**config.mk**
```make
export PLATFORM = sky130hd
export DESIGN_NAME = byte_serializer
export DESIGN_NICKNAME = d
export VERILOG_FILES = /design/src/rtl/byte_ser_pkg.sv /design/src/rtl/byte_serializer_mux.sv /design/src/rtl/byte_serializer.sv
export SDC_FILE = /design/constraint.sdc
export NUM_CORES = 1
export LEC_CHECK = 0
export CAP_MARGIN = 40
export CORE_UTILIZATION = 30
export DETAILED_ROUTE_END_ITERATION = 12
export GPL_TIMING_DRIVEN = 0
export SYNTH_ARGS = -nofsm -noshare
export SYNTH_HDL_FRONTEND = slang
export SYNTH_SLANG_ARGS = --single-unit
```
**constraint.sdc**
```tcl
create_clock -name clk -period 1.92 [get_ports clk]
set_input_delay 0.576 -clock clk [delete_from_list [all_inputs] [get_ports clk]]
set_output_delay 0.576 -clock clk [all_outputs]
set_load 0.05 [all_outputs]
```
**src/rtl/byte_ser_pkg.sv**
```systemverilog
// Shared constants, FSM state type and byte-order helpers for byte_serializer.
// Byte order is selected by BYTE_SER_MSB_FIRST_EN (undefined: LSB-first).
package byte_ser_pkg;

  localparam int unsigned NBYTES = 16;
  localparam int unsigned SEL_W  = 4;
  localparam int unsigned WORD_W = 128;

  typedef enum logic {
    IDLE,
    SHIFT
  } state_e;

`ifdef BYTE_SER_MSB_FIRST_EN
  localparam logic [SEL_W-1:0] SEL_FIRST = 4'd15;
  localparam logic [SEL_W-1:0] SEL_LAST  = 4'd0;

  function automatic logic [SEL_W-1:0] sel_next(input logic [SEL_W-1:0] s);
    return s - 4'd1;
  endfunction
`else
  localparam logic [SEL_W-1:0] SEL_FIRST = 4'd0;
  localparam logic [SEL_W-1:0] SEL_LAST  = 4'd15;

  function automatic logic [SEL_W-1:0] sel_next(input logic [SEL_W-1:0] s);
    return s + 4'd1;
  endfunction
`endif

endpackage

```
**src/rtl/byte_serializer_mux.sv**
```systemverilog
// 128-to-8 byte mux: sel=0 picks in[7:0], sel=15 picks in[127:120].
module byte_serializer_mux
  import byte_ser_pkg::*;
(
  input  logic [WORD_W-1:0] in,
  input  logic [SEL_W-1:0]  sel,
  output logic [7:0]        out
);

  always_comb begin
    out = in[{sel, 3'b000} +: 8];
  end

endmodule

```
**src/rtl/byte_serializer.sv**
```systemverilog
// Captures a 128-bit word over valid/ready and emits its 16 bytes with valid/ready/last.
// Byte order follows BYTE_SER_MSB_FIRST_EN (see byte_ser_pkg).
module byte_serializer
  import byte_ser_pkg::*;
#(
  parameter int unsigned NBYTES = 16,
  parameter int unsigned SEL_W  = 4
) (
  input  logic              clk,
  input  logic              rst,
  input  logic [WORD_W-1:0] in_data,
  input  logic              in_valid,
  output logic              in_ready,
  output logic [7:0]        out_data,
  output logic              out_valid,
  input  logic              out_ready,
  output logic              out_last,
  output logic [SEL_W-1:0]  sel,
  output logic              busy
);

  if (NBYTES != byte_ser_pkg::NBYTES || SEL_W != byte_ser_pkg::SEL_W) begin : g_bad_param
    $error("byte_serializer: NBYTES must be 16 and SEL_W must be 4");
  end

  state_e            state_q, state_d;
  logic [WORD_W-1:0] word_q, word_d;
  logic [SEL_W-1:0]  sel_q, sel_d;
  logic              at_last;

  byte_serializer_mux u_mux (
    .in  (word_q),
    .sel (sel_q),
    .out (out_data)
  );

  assign sel     = sel_q;
  assign at_last = (sel_q == SEL_LAST);

  always_ff @(posedge clk) begin
    if (rst) begin
      state_q <= IDLE;
      word_q  <= '0;
      sel_q   <= '0;
    end else begin
      state_q <= state_d;
      word_q  <= word_d;
      sel_q   <= sel_d;
    end
  end

  // in_ready follows out_ready combinationally on the last byte so the next
  // word loads on the same edge the final byte leaves: no bubble between words.
  always_comb begin
    state_d   = state_q;
    word_d    = word_q;
    sel_d     = sel_q;
    in_ready  = 1'b0;
    out_valid = 1'b0;
    out_last  = 1'b0;
    busy      = 1'b0;
    unique case (state_q)
      IDLE: begin
        in_ready = 1'b1;
        if (in_valid) begin
          word_d  = in_data;
          sel_d   = SEL_FIRST;
          state_d = SHIFT;
        end
      end
      SHIFT: begin
        out_valid = 1'b1;
        busy      = 1'b1;
        out_last  = at_last;
        in_ready  = at_last & out_ready;
        if (out_ready) begin
          if (!at_last) begin
            sel_d = sel_next(sel_q);
          end else if (in_valid) begin
            word_d = in_data;
            sel_d  = SEL_FIRST;
          end else begin
            state_d = IDLE;
          end
        end
      end
      default: state_d = IDLE;
    endcase
  end

endmodule
```
==> Yosys cells after proc, flatten, opt, wreduce, memory -nomap -nowiden <==
Index checks and enable logic that the tools add are counted.
{ "op_classes": {"n_eq_ne": 3, "addsub": 1, "n_mux": 15, "reduce_logical": 1, "shift": 1, "bitwise_logic": 2} }
{ "op_table": {"columns": ["operator", "n"], "rows": [
  ["$mux 128", 3],
  ["$pmux 128 s2", 1],
  ["$shiftx 128x8->8", 1],
  ["$mux 4", 3],
  ["$pmux 4 s2", 1],
  ["$mux 1", 5],
  ["$add 4x1->4 const B", 1],
  ["$eq 4x4->1 const B", 1],
  ["$pmux 1 s2", 2],
  ["$ne 2x1->1 const B", 1],
  ["$ne 2x2->1 const B", 1],
  ["$reduce_and 2->1", 1],
  ["$and 1x1->1", 1],
  ["$not 1->1", 1]
]} }
{ "word_totals": {"regBits": 133, "in_bits": 132, "wordCells": 26} }

==> Depth between registers and ports, before layout <==
Gate-level depths: netlist of run 1.
{ "logic_depth": {"depth_word": 4, "ltp_mapped": 6, "mapped_depth_nobuf": 4} }

==> Modules after synthesis <==
Synthesis of run 1 repeated with hierarchy kept, for this count alone.
{ "unflattened": {"hier_cells": 1015, "hier_area_um2": 8998.6} }
{ "modules_own_cells": {"columns": ["mod", "instances", "area_each_um2", "seq_area_each_um2", "cells_per_inst"], "rows": [
  ["byte_serializer", 1, 7965.1, 2662.6, 945],
  ["byte_serializer_mux", 1, 1033.5, 0.0, 70]
]} }

==> Worst setup path after synthesis of run 1 <==
No wires, ideal clock.
{ "synth_path": {"path_kind": "register to output", "from": "reg sel_q[0] (netlist: sel[0])", "to": "out out_data[7]", "t_arrival_ns": 2.068, "n_path_buf": 2, "stages_incl_launch_ff": 6, "setup_slack_ns": -0.724, "cell_sequence": "dfxtp_1 -> buf_6 -> buf_2 -> mux4_2 -> a22oi_1 -> nand2_1"} }
{ "synth_between": {"elab_chain_len": 1} }
{ "synth_lines": {"columns": ["item", "line_no", "rtl"], "rows": [
  ["start: declaration", "byte_serializer.sv:28", "logic [SEL_W-1:0] sel_q, sel_d;"],
  ["start signal: assignment", "byte_serializer.sv:48", "sel_q <= sel_d;"],
  ["$shiftx 128x8->8", "byte_serializer_mux.sv:11", "out = in[{sel, 3'b000} +: 8];"],
  ["end: declaration", "byte_serializer.sv:14", "output logic [7:0] out_data,"]
]} }
Every way passes these cells.

==> Worst setup path in the final report of run 1 <==
{ "layout_path": {"from": "reg sel_q[0] (netlist: sel[0])", "to": "out out_data[5]"} }
The elaborated chain is that of the path after synthesis.

==> metrics list, run 1 <==
* First-pass iteration count of the detailed router: 4
- Net switching power: 1.81 mW
- Dpl cell area: approximately 0.0090 mm^2
- After layout, the worst setup slack is -0.765 ns.
- For this block, the routed nets add up to between 15000 and 20000 um of wire.
* Total clock buffers created by CTS: 17
* Fin crit period: around 2.7 ns
- TritonCTS built the clock tree.
* Classification of the worst-slack hold path: reg2reg
* Hold Violations, Final: 0
- Via count: ~5100
- Number of cells in the design after placement: 1124
* Number of setup violations in the final report: 10
- In this run the standard cell core region covers around 0.023 mm^2.
- Entering global routing, the biggest net connects 17 pins.
* Final cell count without fillers: 1159
- In the final design database the tool counted approximately 970 nets.
- Fraction of power spent switching nets: 24.1%
* Sort of element at the start of the critical path: flip-flop
- The floorplan step set the die height to ~150 um.
- Static timing analysis puts the maximum clock frequency at approximately 0.37 GHz.
- Setup TNS after final layout: -6.28 ns
- Post-layout instance area: roughly 0.0098 mm^2
- Global routing finished with a remaining overflow of 0.
- In the final layout, flip-flops and latches occupy between 0.002 and 0.003 mm^2.
* Hpwl dp: between 10000 and 15000 um
- Combinational cells account for 16.1% of the total power.
* Number of global-route vias before repair: about 5400
- The H-tree was split into 4 levels.
* Avg Cell Area, Syn: roughly 11 um^2
- In this run the static leakage power is roughly 3.6 nW.
- The flow ran to the end, but the final reports show violations.
- Share of synthesized area occupied by flip-flops and latches: between 30% and 40%
* Number of warnings printed during yosys synthesis: 0
- The cell count after synthesis came out at between 600 and 700.
- Total power divided by cell area: between 700 and 800 mW/mm^2
- The initial utilization of the core area, before any placement, comes to approximately 31%.
- The first global-routing pass estimated about 30000 um of wire.
- After synthesis, the largest area contributor takes up between 30% and 40% of total cell area.
* Number of fill cells in the layout: approximately 2200
- Synth unique cells: 32
- Global routing consumed, on the met1 layer, 22.4% of the routing resources.
- In this run the worst path has a maximum fanout of 5.
* IO Pins: approximately 150
- CTS clk-pin slew, worst paths: approximately 0.060 ns
- Per report_power, the clock group accounts for 43.5% of the total.
* Post-Route Hold Slack: between 0.4 and 0.5 ns
* Violated checks: negative setup slack
- For the worst setup path, the data required time is 1.34 ns.
- Measured against its own limit, the worst slew margin works out to 59.5%.
- Clock tree skew after final layout: 0.0169 ns
- Most utilized layer in the global route result: met2
* Max Transition Viols Final: 0
* Placement row count: 55
- Routing usage on met3: 4.48%
* Top cells by area, synth: sky130_fd_sc_hd__dfxtp_1, sky130_fd_sc_hd__nand2b_1, sky130_fd_sc_hd__mux2i_1
- Buffers placed on the I/O ports in this run total roughly 150.
- The detail route stage leaves a number of antenna-violating nets equal to 0.
* Pre-CTS setup slack: -1.08 ns
- Average detailed-routed wire length per instance: around 17 um
- Final antenna diode count: 0
* Path type of the worst setup path: reg2out
* Number of DRC violations after detailed routing: 0
- Buffer cell driving the clock tree root: sky130_fd_sc_hd__clkbuf_16
- In this run, post-CTS hold repair placed 0 buffers.
- For this run, global-route usage on met2 was measured as roughly 28%.
- After layout, the worst path uses 140% of the clock period.
- Clock insertion delay at the later pin of the skew report: 0.43 ns
- Initial detailed-routing violation count: roughly 280
- The post-route netlist has 16.5% of its cells at a drive strength greater than 1.
- Overall Power: 7.51 mW
- Area Growth Syn to Fin: 39.6%
* Largest voltage drop on the vdd net: approximately 0.38 mV
- Global routing consumed, over all layers together, approximately 17% of the routing resources.
- Of all cell types, the one taking the most synthesized area is sky130_fd_sc_hd__dfxtp_1.
* Final GP Congestion: about 0.77
* Sink Count: between 100 and 150
- Per-cell via count in the routed design: roughly 4.4
- For this run, asynchronously set or reset flops after synthesis account for 0%.
- In the final layout, the multi-input gates occupy 0.00414 mm^2.
- Number of flops mapped to enable cells by yosys: 0
- Measured along the x axis, the die boundary spans 155 um.
* Die footprint: approximately 0.024 mm^2
* Total nets after synthesis: 798
- Total of flip-flops plus latches after synthesis: ~130
- Primary flip-flop cell chosen by synthesis mapping: sky130_fd_sc_hd__dfxtp_1
* Arrival time reported for the critical path endpoint: between 2 and 2.5 ns
- Mapped cell area: ~0.0070 mm^2
- Setup repair after global routing could not meet its margin everywhere.
* Setup crit end kind: output pin
- Measured on the finished design, the core utilization comes to a little over two fifths.
* Number of buffers on the longest clock path: 2
- The number of antenna violations at the first check in global routing is 0.
- Transition time at the pin with the least slew margin: slightly above 0.6 ns
- The tool flagged a number of max-cap violations equal to 0.
* Register share of total power: roughly two fifths
- Internal power comes to 5.69 mW.
-- power groups by stage --
stage                     Sequential (mW)  Combinational [mW]  Clock [mW]
after floorplan                      3.06               0.689           0
after global placement               3.08                1.19           0
after detailed placement             3.08                1.19           0
after CTS                            3.03                1.22        3.34
after global routing                 3.05                1.30        3.48
final                                3.03                1.21        3.27
-- layout by cell type, fill, tap and decap left out, types with 2 or more instances in the layout --
cell type	synthesis	final
sky130_fd_sc_hd__mux4_2	22	32
sky130_fd_sc_hd__clkinvlp_4	0	4
sky130_fd_sc_hd__nand2_4	0	8
sky130_fd_sc_hd__dfxtp_4	0	2
sky130_fd_sc_hd__buf_2	6	4
sky130_fd_sc_hd__dfxtp_2	0	2
sky130_fd_sc_hd__mux2i_1	128	128
sky130_fd_sc_hd__dlygate4sd2_1	0	3
sky130_fd_sc_hd__inv_1	3	3
sky130_fd_sc_hd__o21ai_0	2	2
sky130_fd_sc_hd__buf_12	0	4
sky130_fd_sc_hd__buf_8	0	6
sky130_fd_sc_hd__clkbuf_1	34	30
sky130_fd_sc_hd__a22oi_2	0	16
sky130_fd_sc_hd__dfxtp_1	133	129
sky130_fd_sc_hd__a211oi_1	3	3
sky130_fd_sc_hd__nor2b_1	3	3
sky130_fd_sc_hd__buf_4	3	4
sky130_fd_sc_hd__clkdlybuf4s50_1	0	129
sky130_fd_sc_hd__a21oi_1	3	3
sky130_fd_sc_hd__clkdlybuf4s15_1	0	2
sky130_fd_sc_hd__bufinv_16	0	2
sky130_fd_sc_hd__clkdlybuf4s15_2	0	2
sky130_fd_sc_hd__nand2b_1	256	256
sky130_fd_sc_hd__buf_6	12	16
sky130_fd_sc_hd__clkbuf_8	0	7
sky130_fd_sc_hd__buf_1	2	2
sky130_fd_sc_hd__clkbuf_16	0	17
sky130_fd_sc_hd__clkbuf_2	1	4
sky130_fd_sc_hd__and2_1	4	3
-- final cells by class --
type / count / share of cell area [%]
inverters: 3 / 0.115
repair buffers: 150 / 15.9
well taps: 313 / 4.01
plain buffers: 58 / 4.11
flip-flops and latches: 133 / 27.3
clock buffers: 24 / 5.13
multi-input cells: 471 / 42.4
clock inverters: 7 / 0.973
-- worst max-delay path, cell delays in order (launching register included) --
cell and delay, ns:
sky130_fd_sc_hd__dfxtp_4 0.36, sky130_fd_sc_hd__buf_12 0.14, sky130_fd_sc_hd__buf_12 0.13, sky130_fd_sc_hd__mux4_2 0.59, sky130_fd_sc_hd__a22oi_2 0.24, sky130_fd_sc_hd__nand2_4 0.07
sky130_fd_sc_hd__buf_8 0.15
-- cell usage after synthesis (all sizes together) (2+ instances only) --
cell type and number:
nand2b 256, dfxtp 133, mux2i 128, clkbuf 35, mux4 32, buf 23, a22oi 16, nand2 10
and2 4, a211oi 3, a21oi 3, inv 3, nor2b 3, nor2 2, o21ai 2
-- sequential cells by signal, summed over array words and instances (netlist names) --
signal and count:
word_q 128, sel 4, state_q 1
-- path summary, 6_finish.rpt --
| kind | startpoint | endpoint | slack [ns] | cells after the start |
|---|---|---|---|---|
| setup / recovery | sel[0] | out_data[5] | -0.77 | 6 |
| hold / removal | word_q[69] | word_q[69] | 0.47 | 2 |
| setup reg to reg | sel[0] | word_q[58] | 0.13 | 7 |
| hold reg to reg | word_q[69] | word_q[69] | 0.47 | 2 |
-- metal layers --
| metal | wire (um) | share of wire (%) |
|---|---|---|
| met4 | 255 | 1.3 |
| met2 | 9290 | 47 |
| met1 | 9350 | 47 |
| met3 | 883 | 4.5 |
| met5 | 0 | 0 |
-- cell families after synthesis --
| family | count (synthesis) | synth area share, % |
|---|---|---|
| AND/OR/NAND/NOR | 280 | 24.7 |
| multiplexers | 160 | 29.1 |
| flip-flops | 133 | 38.0 |
| buffers and inverters | 61 | 4.84 |
| AO/OA/AOI/OAI | 30 | 3.15 |
| adder cells (fa/ha/maj) | 1 | 0.179 |
-- timing repair --
item,in CTS,in global routing
hold endpoints to repair,0,0
setup endpoints to repair,116,113
gates resized for setup,100,15
pin swaps,11,9
cloned,1,0
buffers inserted,2,1
Power figures use the tool's default switching activity.
==> run 2, diff against run 1 <==
Settings changed: TNS_END_PERCENT set to 50.
==> results of run 2 <==
Same layout as run 1: the final DEF is identical, and so are final timing and power.
